File: src/rtl/counter_pkg.sv
// counter_pkg -- shared definitions for modulo up/down counters.
//
// Contents:
//   CNT_UP / CNT_DOWN  direction encodings for the 'up' input
//   CNT_MAX_W          widest counter the helper function supports
//   cnt_next_t         next-count result: new value plus wrap flag
//   next_count()       one counting step over 0..mod_max, wrapping or
//                      saturating at the range ends
//
// The helper works on CNT_MAX_W-bit values so any counter up to that
// width can reuse it; callers zero-extend their count and truncate the
// result back to their own width.

package counter_pkg;

   localparam logic CNT_UP   = 1'b1;
   localparam logic CNT_DOWN = 1'b0;

   localparam int CNT_MAX_W = 32;

   typedef struct packed {
      logic [CNT_MAX_W-1:0] value;
      logic                 wrap;
   } cnt_next_t;

   // One count step. The range end is tested before the add/subtract,
   // so value+1 is never formed at mod_max and value-1 never at 0.
   function automatic cnt_next_t next_count(
      input logic [CNT_MAX_W-1:0] value,
      input logic                 up,
      input logic [CNT_MAX_W-1:0] mod_max,
      input logic                 sat
   );
      cnt_next_t r;
      r.value = value;
      r.wrap  = 1'b0;
      if (up == CNT_UP) begin
         if (value == mod_max) begin
            if (!sat) begin
               r.value = '0;
               r.wrap  = 1'b1;
            end
         end else begin
            r.value = value + CNT_MAX_W'(1);
         end
      end else begin
         if (value == '0) begin
            if (!sat) begin
               r.value = mod_max;
               r.wrap  = 1'b1;
            end
         end else begin
            r.value = value - CNT_MAX_W'(1);
         end
      end
      return r;
   endfunction

endpackage

File: src/rtl/counter_mod.sv
// counter_mod -- loadable up/down modulo counter over 0..MOD_MAX.
//
// Parameters:
//   WIDTH    counter width in bits (1..32)
//   MOD_MAX  highest count value, <= 2**WIDTH-1
//   RST_VAL  value of dout while reset is low, <= MOD_MAX
//
// Ports:
//   clk    rising-edge clock
//   reset  asynchronous active-low reset (deassert synchronously to clk)
//   en     count enable, one step per clock
//   load   synchronous load of din (clamped to MOD_MAX), beats en
//   din    load value
//   up     direction: 1 = increment, 0 = decrement
//   sat    1 = saturate at range ends instead of wrapping
//          (present only when COUNTER_SAT_EN is defined)
//   dout   registered count
//   tc     combinational terminal count for the current direction
//   wrap   registered pulse, high in the cycle dout shows a wrapped value
//
// Build option: define COUNTER_SAT_EN to add the sat port and the
// saturating mode; otherwise the counter always wraps.

module counter_mod
   import counter_pkg::*;
#(
   parameter int WIDTH   = 8,
   parameter int MOD_MAX = (1 << WIDTH) - 1,
   parameter int RST_VAL = 0
) (
   input  logic             clk,
   input  logic             reset,
   input  logic             en,
   input  logic             load,
   input  logic [WIDTH-1:0] din,
   input  logic             up,
`ifdef COUNTER_SAT_EN
   input  logic             sat,
`endif
   output logic [WIDTH-1:0] dout,
   output logic             tc,
   output logic             wrap
);

   // Parameter legality is checked at elaboration time.
   if (WIDTH < 1 || WIDTH > CNT_MAX_W) begin : g_bad_width
      $error("counter_mod: WIDTH must be 1..%0d", CNT_MAX_W);
   end
   if (MOD_MAX < 0 || longint'(MOD_MAX) > (longint'(1) << WIDTH) - 1) begin : g_bad_mod_max
      $error("counter_mod: MOD_MAX exceeds 2**WIDTH-1");
   end
   if (RST_VAL < 0 || RST_VAL > MOD_MAX) begin : g_bad_rst_val
      $error("counter_mod: RST_VAL exceeds MOD_MAX");
   end

   localparam logic [WIDTH-1:0] MOD_MAX_W = WIDTH'(MOD_MAX);
   localparam logic [WIDTH-1:0] RST_VAL_W = WIDTH'(RST_VAL);

   logic             sat_mode;
   cnt_next_t        step;
   logic [WIDTH-1:0] dout_next;
   logic             wrap_next;

`ifdef COUNTER_SAT_EN
   assign sat_mode = sat;
`else
   // Constant zero lets the saturation branches fold away.
   assign sat_mode = 1'b0;
`endif

   always_comb begin
      step      = next_count(CNT_MAX_W'(dout), up, CNT_MAX_W'(MOD_MAX_W), sat_mode);
      dout_next = dout;
      wrap_next = 1'b0;
      if (load) begin
         dout_next = (din > MOD_MAX_W) ? MOD_MAX_W : din;
      end else if (en) begin
         dout_next = WIDTH'(step.value);
         wrap_next = step.wrap;
      end
   end

   always_ff @(posedge clk or negedge reset) begin
      if (!reset) begin
         dout <= RST_VAL_W;
         wrap <= 1'b0;
      end else begin
         dout <= dout_next;
         wrap <= wrap_next;
      end
   end

   assign tc = (up == CNT_UP) ? (dout == MOD_MAX_W) : (dout == '0);

endmodule

File: config.mk
export PLATFORM = sky130hd
export DESIGN_NAME = counter_mod
export DESIGN_NICKNAME = d
export VERILOG_FILES = /design/src/rtl/counter_pkg.sv /design/src/rtl/counter_mod.sv
export SDC_FILE = /design/constraint.sdc
export NUM_CORES = 1
export LEC_CHECK = 0
export ABC_CLOCK_PERIOD_IN_PS = 1780
export CAP_MARGIN = 40
export CORE_AREA = 2 2 47 49
export CTS_CLUSTER_DIAMETER = 150
export DETAILED_ROUTE_END_ITERATION = 12
export DIE_AREA = 0 0 49 51
export GPL_TIMING_DRIVEN = 0
export HOLD_SLACK_MARGIN = 0.06
export PLACE_DENSITY = 0.78
export REMOVE_ABC_BUFFERS = 1
export SLEW_MARGIN = 40
export SYNTH_ARGS = -nofsm -noshare
export SYNTH_HDL_FRONTEND = slang
export SYNTH_SLANG_ARGS = --single-unit
File: constraint.sdc
create_clock -name clk -period 1.78 [get_ports clk]
set_input_delay 0.356 -clock clk [delete_from_list [all_inputs] [get_ports clk]]
set_output_delay 0.356 -clock clk [all_outputs]
set_load 0.02 [all_outputs]
==> Implementation_results.wiki <==
{| class="wikitable"
! Metric !! Value
|-
| Run status || complete, but fails checks
|-
| Violations in the final reports || setup timing
|-
| Post-route cell area || ~1300 um^2
|-
| GP Congestion || 0.902
|-
| Initial detailed-routing violation count || 53
|-
| Slew of the pin with the lowest slew margin || 0.474 ns
|-
| Hold WS || 0.400 ns
|-
| Highest clock frequency the design can meet || 0.530 GHz
|-
| Final worst path period need || 1.89 ns
|-
| Overall fraction of global-route tracks in use || 22.9%
|-
| Number of placement rows || 17
|-
| Starting utilization of the core area || 43.1%
|-
| Wirelength per Cell || 16.4 um
|-
| Unrepaired setup endpoints after global routing || yes
|-
| Overall power of the completed layout || 0.000837 W
|-
| Setup CP Type || reg -> out
|-
| Layout Area Growth over Synthesis || 51.5%
|-
| Crit-path leading delay family || flip-flops
|-
| Count of nets after finishing || 163
|-
| DR vias || about 1000
|-
| Library cell with the largest summed area after synthesis || sky130_fd_sc_hd__dfrtp_1
|-
| TritonCTS clock tree || built
|-
| Clock H-tree levels || 1
|-
| Number of antenna repair diodes || 0
|-
| Instance count of the mapped netlist || 105
|-
| Via density per instance || 5.78
|-
| Vias in the first global route || between 900 and 1000
|-
| Number of enable flip-flop cells after synthesis || 0
|-
| Router iterations before antenna repair || 4
|-
| Max-slew violation count || 0
|-
| Clock tree skew after final layout || 0.00772 ns
|-
| Post-route core utilization || around two thirds
|-
| Standard cell with the maximum stage delay on the critical path || sky130_fd_sc_hd__dfrtp_2
|-
| Post-route clock period utilization || 106%
|-
| Category of the worst setup path launch point || register
|-
| Total count of hold-check failures in the final report || 0
|-
| Endpoints failing setup || 1
|-
| Highest net fanout along the worst path || 6
|-
| Final worst setup slack || -0.106 ns
|-
| Number of buffer and inverter instances along the worst setup path || 2
|-
| Worst-path cell chain || inv_2 -> ha_4 -> nor3b_4 -> nand3_2 -> o21ai_2 -> buf_6
|-
| Clock transition at the registers of the reported paths || around 0.070 ns
|-
| Wire length of the first global-routing pass || 4370 um
|-
| Worst IR Drop VDD || 0.482 mV
|-
| Maximum number of pins on one net before global-route repair || 13
|-
| Leakage power || 0.587 nW
|-
| Number of hold buffers added after cts || 0
|-
| Count of buffers inserted at the top-level ports || 22
|-
| Share of async-settable or async-resettable flops after synthesis || 100%
|-
| Skew-Pair Late Insertion Delay || 0.27 ns
|-
| Overflow left after global routing || 0
|-
| Sequential share of the synthesized area || between 20% and 30%
|-
| TritonCTS Buffers || 3
|-
| Req. time, crit path || 1.42 ns
|-
| Power density of the placed cells || around 620 nW/um^2
|-
| Height of the chip || 51 um
|-
| Leading post-synthesis cells by cell area || sky130_fd_sc_hd__dfrtp_1 25%, sky130_fd_sc_hd__o21ai_0 5.1%, sky130_fd_sc_hd__ha_1 4.2%
|-
| Max Cap Viol || 0
|-
| Fraction of layout instances using a drive strength above 1 || a little over a third
|-
| Die X-Extent || 49 um
|-
| Unique cell type count in the Yosys netlist || 46
|-
| Number of top-level pins || 23
|-
| Total detailed-routing wirelength || 2850 um
|-
| Synthesis warning total || 0
|-
| Die footprint || 2500 um^2
|-
| Syn avg cell area || between 8 and 9 um^2
|-
| Worst max-slew margin expressed relative to the limit || between 60% and 70%
|-
| Synth top area share || 25.4%
|-
| Clock Path Buffers || 2
|-
| Number of antenna-violating nets in the routed design || 0
|-
| Half-perimeter wire length after detailed placement || 1690 um
|-
| Clock tree root buffer cell || sky130_fd_sc_hd__clkbuf_4
|-
| Slowest stage delay, CP || 0.46 ns
|-
| Initial antenna violation count || 0
|-
| Synthesized area || ~890 um^2
|-
| Standard cell core area || 2060 um^2
|-
| Detailed-route DRC error count || 0
|-
| Sinks on the clock net || 9
|-
| Placed cell area || 1080 um^2
|-
| Flip-flop and latch count after synthesis || 9
|-
| Category of the worst setup path capture point || output pin
|-
| Crit path DAT || 1.53 ns
|-
| Most common flop cell mapped by yosys || sky130_fd_sc_hd__dfrtp_1
|-
| Worst hold path class || in -> async
|}
==> logic make-up after synthesis <==
| kind of cell | count (synthesis) | share of synthesized area (%) |
|---|---|---|
| AO/OA/AOI/OAI | 36 | 28.3 |
| XOR/XNOR | 4 | 3.94 |
| adder cells (fa/ha/maj) | 3 | 4.23 |
| buffers and inverters | 14 | 10.0 |
| flip-flops | 9 | 25.4 |
| multiplexers | 1 | 1.27 |
| AND/OR/NAND/NOR | 38 | 26.9 |
==> synthesized netlist by cell type, types with 2 or more instances <==
cell	instances
sky130_fd_sc_hd__nor3_1	2
sky130_fd_sc_hd__clkbuf_8	2
sky130_fd_sc_hd__and3_2	2
sky130_fd_sc_hd__and4_1	2
sky130_fd_sc_hd__or3_1	4
sky130_fd_sc_hd__o211a_1	2
sky130_fd_sc_hd__ha_1	3
sky130_fd_sc_hd__inv_1	7
sky130_fd_sc_hd__xor2_1	3
sky130_fd_sc_hd__dfrtp_1	9
sky130_fd_sc_hd__o21ai_0	9
sky130_fd_sc_hd__a21oi_1	7
sky130_fd_sc_hd__buf_6	2
sky130_fd_sc_hd__a31oi_1	4
sky130_fd_sc_hd__nand3_1	3
sky130_fd_sc_hd__nand2_1	6
sky130_fd_sc_hd__nand4_1	2
sky130_fd_sc_hd__nor2_1	8
==> layout by cell type (no fill, tap or decap), types with 3 or more instances in the layout <==
cell type / Yosys / routed
sky130_fd_sc_hd__a21oi_1: 7 / 7
sky130_fd_sc_hd__a31oi_1: 4 / 4
sky130_fd_sc_hd__clkdlybuf4s50_1: 0 / 15
sky130_fd_sc_hd__dlygate4sd2_1: 0 / 4
sky130_fd_sc_hd__nor2_1: 8 / 7
sky130_fd_sc_hd__o21ai_2: 0 / 3
sky130_fd_sc_hd__dfrtp_2: 0 / 7
sky130_fd_sc_hd__o21ai_0: 9 / 6
sky130_fd_sc_hd__or3_1: 4 / 4
sky130_fd_sc_hd__clkbuf_4: 0 / 3
sky130_fd_sc_hd__xor2_1: 3 / 3
sky130_fd_sc_hd__inv_1: 7 / 5
sky130_fd_sc_hd__nand2_1: 6 / 6
sky130_fd_sc_hd__buf_4: 0 / 21
==> state kept, by name (all words and copies together), names as in the netlist <==
name,count
dout,8
wrap,1
==> layer usage <==
metal / vias up / share of wire, % / track usage (%) / wire length (um)
li1: 479 / - / - / -
met1: 468 / 42 / 30.3 / 1190
met2: 49 / 50 / 37.9 / 1420
met3: 10 / 6.6 / 2.63 / 188
met4: 0 / 1.8 / 9.52 / 50
met5: - / 0 / 0 / 0
==> cell type report <==
class | instances | area (um^2)
Multi-Input combinational cell | 82 | 643
Tap cell | 28 | 35.0
Timing Repair Buffer | 43 | 377
Inverter | 8 | 31.3
Clock buffer | 4 | 26.3
Sequential cell | 9 | 234
Fill cell | 182 | 717
==> power breakdown <==
group          switching, W  leakage [nW]  total (W)  internal, W
combinational      0.000185         0.472   0.000384     0.000199
sequential        0.0000542        0.0999   0.000283     0.000229
clock             0.0000831        0.0150   0.000170    0.0000867
==> worst paths after layout <==
kind,start,to,slack (ns),depth (start not counted)
setup / recovery,dout[0],tc,-0.11,6
hold / removal,reset,wrap,0.40,1
setup reg to reg,dout[4],dout[0],0.05,5
hold reg to reg,dout[6],dout[6],0.74,2
max in group asynchronous,reset,dout[1],1.03,1
min in group clk,load,dout[1],0.65,3
==> what timing repair did <==
| action | in CTS | in global routing |
|---|---|---|
| buffers inserted | 7 | 14 |
| gates resized for setup | 30 | 11 |
| setup endpoints to repair | 11 | 6 |
| pin swaps | 3 | 4 |
==> per-stage QoR <==
stage	setup TNS, ns	setup WS, ns	instances
after floorplan	-0.313	-0.200	99
after global placement	-2.62	-0.817	149
after detailed placement	-2.89	-0.843	149
after CTS	-0.0431	-0.0431	160
after global routing	-0.332	-0.195	174
final	-0.106	-0.106	174
(Power assumes the default switching activity.)
